$ cat config.mk
export PLATFORM = sky130hd
export DESIGN_NAME = async_fifo_wr_ctrl_flat
export DESIGN_NICKNAME = d
export VERILOG_FILES = /design/src/rtl/async_fifo_wr_ctrl_if.sv /design/src/rtl/async_fifo_wr_ctrl.sv /design/src/flat_wrapper.sv
export SDC_FILE = /design/constraint.sdc
export NUM_CORES = 1
export LEC_CHECK = 0
export CORE_UTILIZATION = 35
export CTS_BUF_LIST = sky130_fd_sc_hd__clkbuf_2 sky130_fd_sc_hd__clkbuf_4 sky130_fd_sc_hd__clkbuf_8
export DETAILED_ROUTE_END_ITERATION = 12
export HOLD_SLACK_MARGIN = 0.03
export PLACE_DENSITY = 0.57
export SLEW_MARGIN = 20
export SYNTH_ARGS = -nofsm -noshare
export SYNTH_HDL_FRONTEND = slang
export SYNTH_SLANG_ARGS = --single-unit
$ cat constraint.sdc
create_clock -name wr_clk -period 3.15 [get_ports wr_clk]
set_clock_uncertainty 0.2 [all_clocks]
set_input_delay 0.63 -clock wr_clk [delete_from_list [all_inputs] [get_ports wr_clk]]
set_output_delay 0.63 -clock wr_clk [all_outputs]
set_load 0.02 [all_outputs]
$ cat src/rtl/async_fifo_wr_ctrl_if.sv
// Write-side bus of the asynchronous FIFO: producer request, read-domain Gray pointer,
// and the pointer/flag outputs. almost_full exists only when ASYNC_FIFO_AF_EN is defined.
interface async_fifo_wr_ctrl_if #(
  parameter int PTR_LEN = 4
) ();
  logic               wr_en;
  logic [PTR_LEN:0]   rd_gray;
  logic [PTR_LEN:0]   wrt_ptr;
  logic [PTR_LEN:0]   wr_gray;
  logic               full;
`ifdef ASYNC_FIFO_AF_EN
  logic               almost_full;
`endif

  modport master (
    output wr_en,
    output rd_gray,
    input  wrt_ptr,
    input  wr_gray,
`ifdef ASYNC_FIFO_AF_EN
    input  almost_full,
`endif
    input  full
  );

  modport slave (
    input  wr_en,
    input  rd_gray,
    output wrt_ptr,
    output wr_gray,
`ifdef ASYNC_FIFO_AF_EN
    output almost_full,
`endif
    output full
  );
endinterface

$ cat src/rtl/async_fifo_wr_ctrl.sv
// Write-domain pointer/flag controller for the async FIFO: binary + Gray write pointer,
// 2-flop read-pointer synchronizer, registered full. Optional almost_full via ASYNC_FIFO_AF_EN.
module async_fifo_wr_ctrl #(
  parameter int PTR_LEN  = 4,
  parameter int AF_LEVEL = (1 << PTR_LEN) - 2
) (
  input  logic                 wr_clk,
  input  logic                 rst,
  async_fifo_wr_ctrl_if.slave  bus
);

  // Top two Gray bits inverted marks "writer exactly one lap ahead of reader".
  localparam logic [PTR_LEN:0] WRAP_MASK = (PTR_LEN+1)'(3) << (PTR_LEN - 1);

  if (AF_LEVEL < 1 || AF_LEVEL > (1 << PTR_LEN)) begin : g_bad_af_level
    $error("async_fifo_wr_ctrl: AF_LEVEL out of range 1..2**PTR_LEN");
  end

  function automatic logic [PTR_LEN:0] bin2gray(input logic [PTR_LEN:0] b);
    return b ^ (b >> 1);
  endfunction

  logic [PTR_LEN:0] wbin;
  logic [PTR_LEN:0] wr_gray_r;
  logic [PTR_LEN:0] rq1;
  logic [PTR_LEN:0] rq2;
  logic             full_r;
  logic             wr_acc;
  logic [PTR_LEN:0] wbin_next;
  logic [PTR_LEN:0] gray_next;
  logic             full_val;

  assign wr_acc    = bus.wr_en & ~full_r;
  assign wbin_next = wbin + {{PTR_LEN{1'b0}}, wr_acc};
  assign gray_next = bin2gray(wbin_next);
  assign full_val  = (gray_next == (rq2 ^ WRAP_MASK));

  // Read-pointer synchronizer: rd_gray lands directly in rq1, nothing else samples it.
  always_ff @(posedge wr_clk) begin
    if (rst) begin
      rq1 <= '0;
      rq2 <= '0;
    end else begin
      rq1 <= bus.rd_gray;
      rq2 <= rq1;
    end
  end

  // Pointer and flag register stage, committed on the same edge as the array write.
  always_ff @(posedge wr_clk) begin
    if (rst) begin
      wbin      <= '0;
      wr_gray_r <= '0;
      full_r    <= 1'b0;
    end else begin
      if (wr_acc) begin
        wbin      <= wbin_next;
        wr_gray_r <= gray_next;
      end
      full_r <= full_val;
    end
  end

  assign bus.wrt_ptr = wbin;
  assign bus.wr_gray = wr_gray_r;
  assign bus.full    = full_r;

`ifdef ASYNC_FIFO_AF_EN
  localparam logic [PTR_LEN+1:0] AF_LVL = (PTR_LEN+2)'(AF_LEVEL);

  function automatic logic [PTR_LEN:0] gray2bin(input logic [PTR_LEN:0] g);
    logic [PTR_LEN:0] b;
    b[PTR_LEN] = g[PTR_LEN];
    for (int i = PTR_LEN - 1; i >= 0; i--) begin
      b[i] = b[i+1] ^ g[i];
    end
    return b;
  endfunction

  logic [PTR_LEN:0] rbin_s;
  logic [PTR_LEN:0] lvl;
  logic             af_r;

  assign rbin_s = gray2bin(rq2);
  assign lvl    = wbin_next - rbin_s;

  // Occupancy is one bit wider than the address so a full array reads as 2**PTR_LEN.
  always_ff @(posedge wr_clk) begin
    if (rst) begin
      af_r <= 1'b0;
    end else begin
      af_r <= ({1'b0, lvl} >= AF_LVL);
    end
  end

  assign bus.almost_full = af_r;
`endif

endmodule

$ cat src/flat_wrapper.sv
// flat-port wrapper written by rule: the top's interface ports become plain ports
module async_fifo_wr_ctrl_flat 
#(
  parameter int PTR_LEN  = 4,
  parameter int AF_LEVEL = (1 << PTR_LEN) - 2
)
  (wr_clk, rst, bus_wr_en, bus_rd_gray, bus_wrt_ptr, bus_wr_gray, bus_full);
  async_fifo_wr_ctrl_if #(.PTR_LEN(PTR_LEN)) bus_i ();
  input  logic wr_clk;
  input  logic rst;
  input wire logic [$bits(bus_i.wr_en)-1:0] bus_wr_en;
  input wire logic [$bits(bus_i.rd_gray)-1:0] bus_rd_gray;
  output wire logic [$bits(bus_i.wrt_ptr)-1:0] bus_wrt_ptr;
  output wire logic [$bits(bus_i.wr_gray)-1:0] bus_wr_gray;
  output wire logic [$bits(bus_i.full)-1:0] bus_full;
  assign bus_i.wr_en = bus_wr_en;
  assign bus_i.rd_gray = bus_rd_gray;
  assign bus_wrt_ptr = bus_i.wrt_ptr;
  assign bus_wr_gray = bus_i.wr_gray;
  assign bus_full = bus_i.full;
  async_fifo_wr_ctrl #(.PTR_LEN(PTR_LEN), .AF_LEVEL(AF_LEVEL)) u_core (.wr_clk(wr_clk), .rst(rst), .bus(bus_i));
endmodule
Word level (Yosys, flattened, before mapping)

Index checks and enable logic that the tools add are counted.

Logic and storage cells: 11
Output and inout bits: 11
Input bits: 8
Register bits: 21

Bitwise logic cells: 4
Equal/unequal tests: 1
Add/subtract/negate cells: 1

Operators with widths:

| kind                 | number |
|---|---|
| adder 5 x 1 -> 5 bit | 1 |
| equality test 5 bit  | 1 |
| XOR 5 x 4 -> 5 bit   | 1 |
| NOT 2 bit            | 1 |
| AND 1 bit            | 1 |
| NOT 1 bit            | 1 |

Logic depth before layout (Yosys ltp)

Gate-level depths: netlist (run 1).

Depth in word-level cells: 5
Gate-level depth with buffers: 8
Depth with buffers taken out: 7

Worst setup path before layout (run 1)

Ideal clock, no wire load.

Path type: input to register
From: input port bus_wr_en
To: register u_core.full_r, in the netlist u_core.bus.full
Path buffers: 1
Data arrival time: 2.159 ns
Cell stages on the path: 8
Slack: 0.673 ns
Data required time: 2.831 ns
Library setup time: 0.119 ns
Cells stage by stage: nor2b_1 > buf_2 > ha_1 > ha_1 > and3_4 > xor2_4 > and3_1 > o221a_1

Cells in the longest elaborated chain, start to end: 4

RTL lines:

| element              | line                     | RTL |
|---|---|---|
| from (decl)          | flat_wrapper.sv:11       | `input wire logic [$bits(bus_i.wr_en)-1:0] bus_wr_en;` |
| AND 1 bit            | async_fifo_wr_ctrl.sv:33 | `assign wr_acc = bus.wr_en & ~full_r;` |
| adder 5 x 1 -> 5 bit | async_fifo_wr_ctrl.sv:34 | `assign wbin_next = wbin + {{PTR_LEN{1'b0}}, wr_acc};` |
| XOR 5 x 4 -> 5 bit   | async_fifo_wr_ctrl.sv:20 | `return b ^ (b >> 1);` |
| equality test 5 bit  | async_fifo_wr_ctrl.sv:36 | `assign full_val = (gray_next == (rq2 ^ WRAP_MASK));` |
| to (signal assigned) | async_fifo_wr_ctrl.sv:60 | `full_r <= full_val;` |
| to (decl)            | async_fifo_wr_ctrl.sv:27 | `logic full_r;` |

No other way between the ends.
A chain may end at the register's enable or synchronous reset.

Final worst setup path (run 1)

Ends and elaborated chain as after synthesis.

==> flow_metrics.tcl, run 1 <==
set metrics [dict create \
    synthTopCellsByCount "dfxtp_1 (20), nor2_1 (11), nor2b_1 (11)" \
    track_usage_pct 11.95 \
    place_inst 124 \
    ys_seq_elements 20 \
    slew_headroom_pct 54.07 \
    synthFlopType "dfxtp_1" \
    clockBufferDepth 2 \
    whs_ns 0.2483 \
    dp_hpwl_um 983.9 \
    final_area_um2 1081 \
    dieArea_um2 2647 \
    grt-ovfl-total 0 \
    core_um2 2255 \
    clock_latency_ns 0.28 \
    tightest_slew_ns 0.6868 \
    p_int_uw 343.4 \
    synth_top_cell_by_area "dfxtp_1" \
    fin_crit_sh_pct 79.38 \
    drcViolationCount 0 \
    period_minus_slack_ns 2.500 \
    antenna_found_initial 0 \
    power_frac_seq_pct 60.1 \
    yosys-top-cells-area "dfxtp_1 (47%), xnor2_1 (9.2%), nor2b_1 (8.0%), nor2_1 (4.8%), xor2_1 (4.1%)" \
    nets 111 \
    synth_enable_flop_cells 0 \
    switching_share_pct 23.18 \
    clkSinkCount 20 \
    grt_pass1_wl_um 2263 \
    cts.clk_slew.worst_paths_ns 0.10 \
    synth_top_area_share_pct 46.78 \
    powerDensity_nw_per_um2 413.4 \
    peakVddDrop_v 0.0002484 \
    post-cts-setup-buffers 0 \
    cp-start-kind "input pin" \
    finalPower_uw 446.9 \
    critPathArrivalTime_ns 2.48 \
    cts_tree "built" \
    synth-async-reset-ratio_pct 0 \
    io_pins 19 \
    required_ns 3.13 \
    gp_congestion 0.7450 \
    setup_viol 0 \
    slew_violations 0 \
    io_buffer_count 18 \
    yosysUniqueCellTypes 23 \
    rsz0062_at_grt "false" \
    core.rowCount 17 \
    clockPowerShare_pct 25.5 \
    nFillCells 240 \
    drtPass1Iterations 3 \
    setup_tns_ns 0 \
    detail-route-antenna-nets 0 \
    cts_buffers 3 \
    min_path_type "reg2reg" \
    wl_per_cell_um 9.945 \
    avgSynthCellArea_um2 10.57 \
    synth_area_um2 855.8 \
    cap_violations 0 \
    vias 566 \
    worstSetupEndpointType "flop" \
    cts_max_level 1 \
    synthCells 81 \
    drive_gt1_share_pct 8.081 \
    grt_pass1_vias 536 \
    yosysMostFrequentCell "dfxtp_1" \
    worstPathMaxFanout 3 \
    fmax_mhz 399.9 \
    p_sw_uw 103.6 \
    cts.repair.resized 0 \
    drt_iter0_markers 6 \
    ff2ff_setup_slack_ns 1.15 \
    diodes 0 \
    ys_seq_area_share_pct 46.78 \
    status "finished, final reports clean" \
    criticalPathCategory "in2reg" \
    grt_max_degree 21 \
    fp.dieH_um 51.45 \
    cts_root_buf "clkbuf_4" \
    power_leakage_nw 0.4153 \
    place_area_um2 1059 \
    die-width_um 51.45 \
    synth-warning-count 0 \
    start_util_pct 37.96 \
    syn_nets 91 \
    via_per_inst 4.457 \
    wl_um 1263 \
    stdcell_count 127 \
    hold_viol 0 \
    cts_hold_buf 0 \
    area_growth_pct 26.32 \
    pwr-share-comb_pct 14.4 \
]
## registers in the layout, summed over array words and instances (netlist names)
signal              cells
u_core.bus.wr_gray      5
u_core.rq1              5
u_core.rq2              5
u_core.bus.wrt_ptr      4
u_core.bus.full         1
## power groups by stage
stage | clock network, mW | registers [mW] | logic (mW)
after global routing | 0.134 | 0.270 | 0.0717
after detailed placement | 0 | 0.275 | 0.0651
final | 0.114 | 0.269 | 0.0644
after floorplan | 0 | 0.280 | 0.0356
after CTS | 0.120 | 0.269 | 0.0653
after global placement | 0 | 0.274 | 0.0653
## critical path, cell delays in order
cell and delay [ns]:
clkdlybuf4s50_1 0.47, nor2b_1 0.19, ha_1 0.24, ha_1 0.22, and3_4 0.23, xor2_4 0.07, and3_1 0.18, o221a_1 0.26
## through the flow
stage	utilization (%)	worst slack, ns
floorplan	-	0.6725
global placement	46.95	0.3930
detailed placement	46.95	0.3406
CTS	47.95	0.6396
global route	47.95	0.5310
finish	47.95	0.6496
## cell families (layout without fill, tap and decap cells)
group                    count (synthesis)  count (layout)  synth area share (%)
AO/OA/AOI/OAI                            4               4                 4.679
XOR/XNOR                                15              15                 19.30
adder cells (fa/ha/maj)                  2               2                 2.924
buffers and inverters                    6              24                 3.217
flip-flops                              20              20                 46.78
multiplexers                             3               3                 3.509
AND/OR/NAND/NOR                         31              31                 19.59
## layer usage
layer / global-route usage, % / wire (µm) / share of wire, % / vias to the layer above
met1: 13.94 / 589 / 47 / 252
met4: 5.856 / 13 / 1.0 / 0
met2: 19.70 / 588 / 47 / 14
li1: - / - / - / 298
met5: 0 / 0 / 0 / -
met3: 3.571 / 72 / 5.7 / 2
## area by class of cell
type                            instances  area (µm²)  area share [%]
Tap cell                               28       35.03           3.241
Clock buffer                            3       22.52           2.083
Inverter                                2       7.507          0.6944
Sequential cell                        20       400.4           37.04
Timing Repair Buffer                   19       187.7           17.36
Multi-Input combinational cell         55       427.9           39.58
## path summary, 6_finish.rpt
| path | end | startpoint | depth (start not counted) |
|---|---|---|---|
| setup / recovery | u_core.bus.full | bus_wr_en | 8 |
| setup reg to reg | u_core.bus.full | u_core.bus.full | 7 |
| hold reg to reg | u_core.rq2[1] | u_core.rq1[1] | 1 |
| hold / removal | u_core.rq2[1] | u_core.rq1[1] | 1 |
## cell usage in the layout (no fill, tap or decap), types with 3 or more instances in the layout
cell / Yosys / final
dfxtp_1: 20 / 20
xnor2_1: 9 / 9
xor2_1: 4 / 4
clkbuf_4: 0 / 3
mux2i_1: 3 / 3
nor2_1: 11 / 11
clkdlybuf4s50_1: 0 / 18
nor2b_1: 11 / 11
(Power assumes the default switching activity.)
==> run 2, diff against run 1 <==
- PLACE_DENSITY: 0.57 -> 0.59
- clock period: 3.15 -> 2.1 ns (I/O delays scaled with it)
==> run 2 against run 1 <==
Compared with the run above: register-to-register slack got worse by 0.91 ns; total power increased by 66%; final area is 9.1% higher; global-route usage is 1.1 points higher; core utilization is 4.4 points higher; sequential power grew 50%; non-clock buffer count grew 5.
==> flow_metrics.tcl, run 2 (same netlist as run 1, synthesis figures left out) <==
set metrics [dict create \
    status "finished, final reports clean" \
    worstPathMaxFanout 3 \
    final_cell_mix "dfxtp_1 (18), clkdlybuf4s50_1 (16), nor2_1 (11)" \
    worstSetupEndpointType "output pin" \
    grt_max_degree 12 \
    wl_per_cell_um 10.73 \
    io_pins 19 \
    pwr-share-comb_pct 15.3 \
    p_int_uw 567.5 \
    path_buf_inv 1 \
    slew_violations 0 \
    cts_max_level 1 \
    cts.clk_slew.worst_paths_ns 0.12 \
    grt-busiest-layer "met2" \
    criticalPathCategory "reg2out" \
    hold_start "bus_wr_en" \
    powerDensity_nw_per_um2 629.8 \
    power_leakage_nw 0.4858 \
    rr_startpoint "u_core.bus.full" \
    critPathArrivalTime_ns 1.37 \
    max_stage_delay_ns 0.64 \
    cap_violations 0 \
    clockBufferDepth 2 \
    clkSinkCount 20 \
    start_util_pct 37.96 \
    io_buffer_count 18 \
    diodes 0 \
    required_ns 1.48 \
    cts_root_buf "clkbuf_4" \
    final_area_um2 1180 \
    grt_pass1_wl_um 2518 \
    clock_latency_ns 0.30 \
    core.rowCount 17 \
    met3_usage_pct 3.571 \
    area_growth_pct 37.87 \
    fmax_mhz 501.9 \
    cp-start-kind "flop" \
    path_cells "clkdlybuf4s50_1" \
    cts_buffers 3 \
    min_path_type "in2reg" \
    clockPowerShare_pct 30.3 \
    startpoint "u_core.bus.wrt_ptr[0]" \
    post-cts-setup-buffers 0 \
    nFillCells 224 \
    power_frac_seq_pct 54.4 \
    tightest_slew_ns 0.4595 \
    antenna_found_initial 0 \
    drtPass1Iterations 4 \
    drcViolationCount 0 \
    detail-route-antenna-nets 0 \
    track_usage_pct 13.00 \
    fin_util_pct 52.33 \
    die-width_um 51.45 \
    period_minus_slack_ns 1.992 \
    wl_um 1427 \
    gp_congestion 0.7198 \
    use_met2_pct 23.81 \
    via_per_inst 4.534 \
    use_met1_pct 13.74 \
    switching_share_pct 23.63 \
    p_sw_uw 175.6 \
    dieArea_um2 2647 \
    rsz0062_at_grt "false" \
    layout_commonest_cell "dfxtp_1" \
    fin_crit_sh_pct 94.87 \
    nets 116 \
    drive_gt1_share_pct 19.05 \
    core_um2 2255 \
    grt_pass1_vias 607 \
    critPathTopFamily "buffers and inverters" \
    cts_tree "built" \
    hold_viol 0 \
    slew_headroom_pct 69.27 \
    drt_iter0_markers 7 \
    fp.dieH_um 51.45 \
    setup_viol 0 \
    dp_hpwl_um 1066 \
    peakVddDrop_v 0.0003685 \
    grt-ovfl-total 0 \
    vias 603 \
    critPathSlowestCell "clkdlybuf4s50_1" \
    place_area_um2 1124 \
]
run 2: changes by cell type in the layout (fill, tap and decap cells not counted), moves of 2 or more:
cell             delta
ha_4                +2
clkdlybuf4s50_1     -2
dlymetal6s2s_1      +2
ha_1                -2
dfxtp_1             -2
buf_4               +5
dfxtp_2             +2
run 2: area by class of cell:
type | count | area, µm² | share of cell area [%]
multi-input cells | 55 | 467.9 | 39.66
flip-flops and latches | 20 | 402.9 | 34.15
repair buffers | 24 | 230.2 | 19.51
clock buffers | 4 | 36.28 | 3.075
well taps | 28 | 35.03 | 2.969
inverters | 2 | 7.507 | 0.6363
run 2: routing by layer:
| metal | part of all wire, % | wire [µm] | vias to the layer above |
|---|---|---|---|
| li1 | - | - | 312 |
| met5 | 0 | 0 | - |
| met2 | 50 | 710 | 13 |
| met1 | 45 | 647 | 276 |
| met4 | 0.70 | 10 | 0 |
| met3 | 4.1 | 59 | 2 |
run 2: path summary, 6_finish.rpt:
| kind | cells past startpoint | endpoint | slack [ns] |
|---|---|---|---|
| max | 1 | bus_wrt_ptr[0] | 0.11 |
| min | 3 | u_core.bus.wr_gray[3] | 0.24 |
| max reg2reg | 7 | u_core.bus.full | 0.24 |
| min reg2reg | 1 | u_core.rq2[1] | 0.25 |
run 2: power by group through the flow:
stage	Clock, mW	Combinational, mW	Sequential (mW)
2_1_floorplan	0	0.0603	0.421
3_3_place_gp	0	0.113	0.413
3_5_place_dp	0	0.114	0.413
4_1_cts	0.231	0.115	0.405
5_1_grt	0.249	0.124	0.407
6_report	0.225	0.114	0.404
run 2: what timing repair did:
action / in CTS / in global routing
resized for setup: 1 / 5
hold buffers: 0 / 0
setup endpoints to repair: 2 / 6
cloned: 0 / 0
run 2: worst reg2reg max path, stage by stage (launching register included):
cell and delay (ns):
dfxtp_1 0.41, nor2b_4 0.07, ha_4 0.17, ha_4 0.16, and3_4 0.20, xor2_4 0.16
and3_1 0.15, o221a_1 0.24
run 2: stage by stage:
stage / TNS, ns / hold WS, ns / instances / power [mW] / setup WS, ns
global placement: -1.265 / 0.2182 / 129 / 0.5253 / -0.3119
detailed placement: -1.420 / 0.2204 / 129 / 0.5273 / -0.3515
global route: 0 / 0.2612 / 133 / 0.7798 / 0.05079
finish: 0 / 0.2428 / 133 / 0.7431 / 0.1077
CTS: 0 / 0.2479 / 133 / 0.7513 / 0.01040
floorplan: 0 / 0.2138 / 81 / 0.4814 / 0.003775
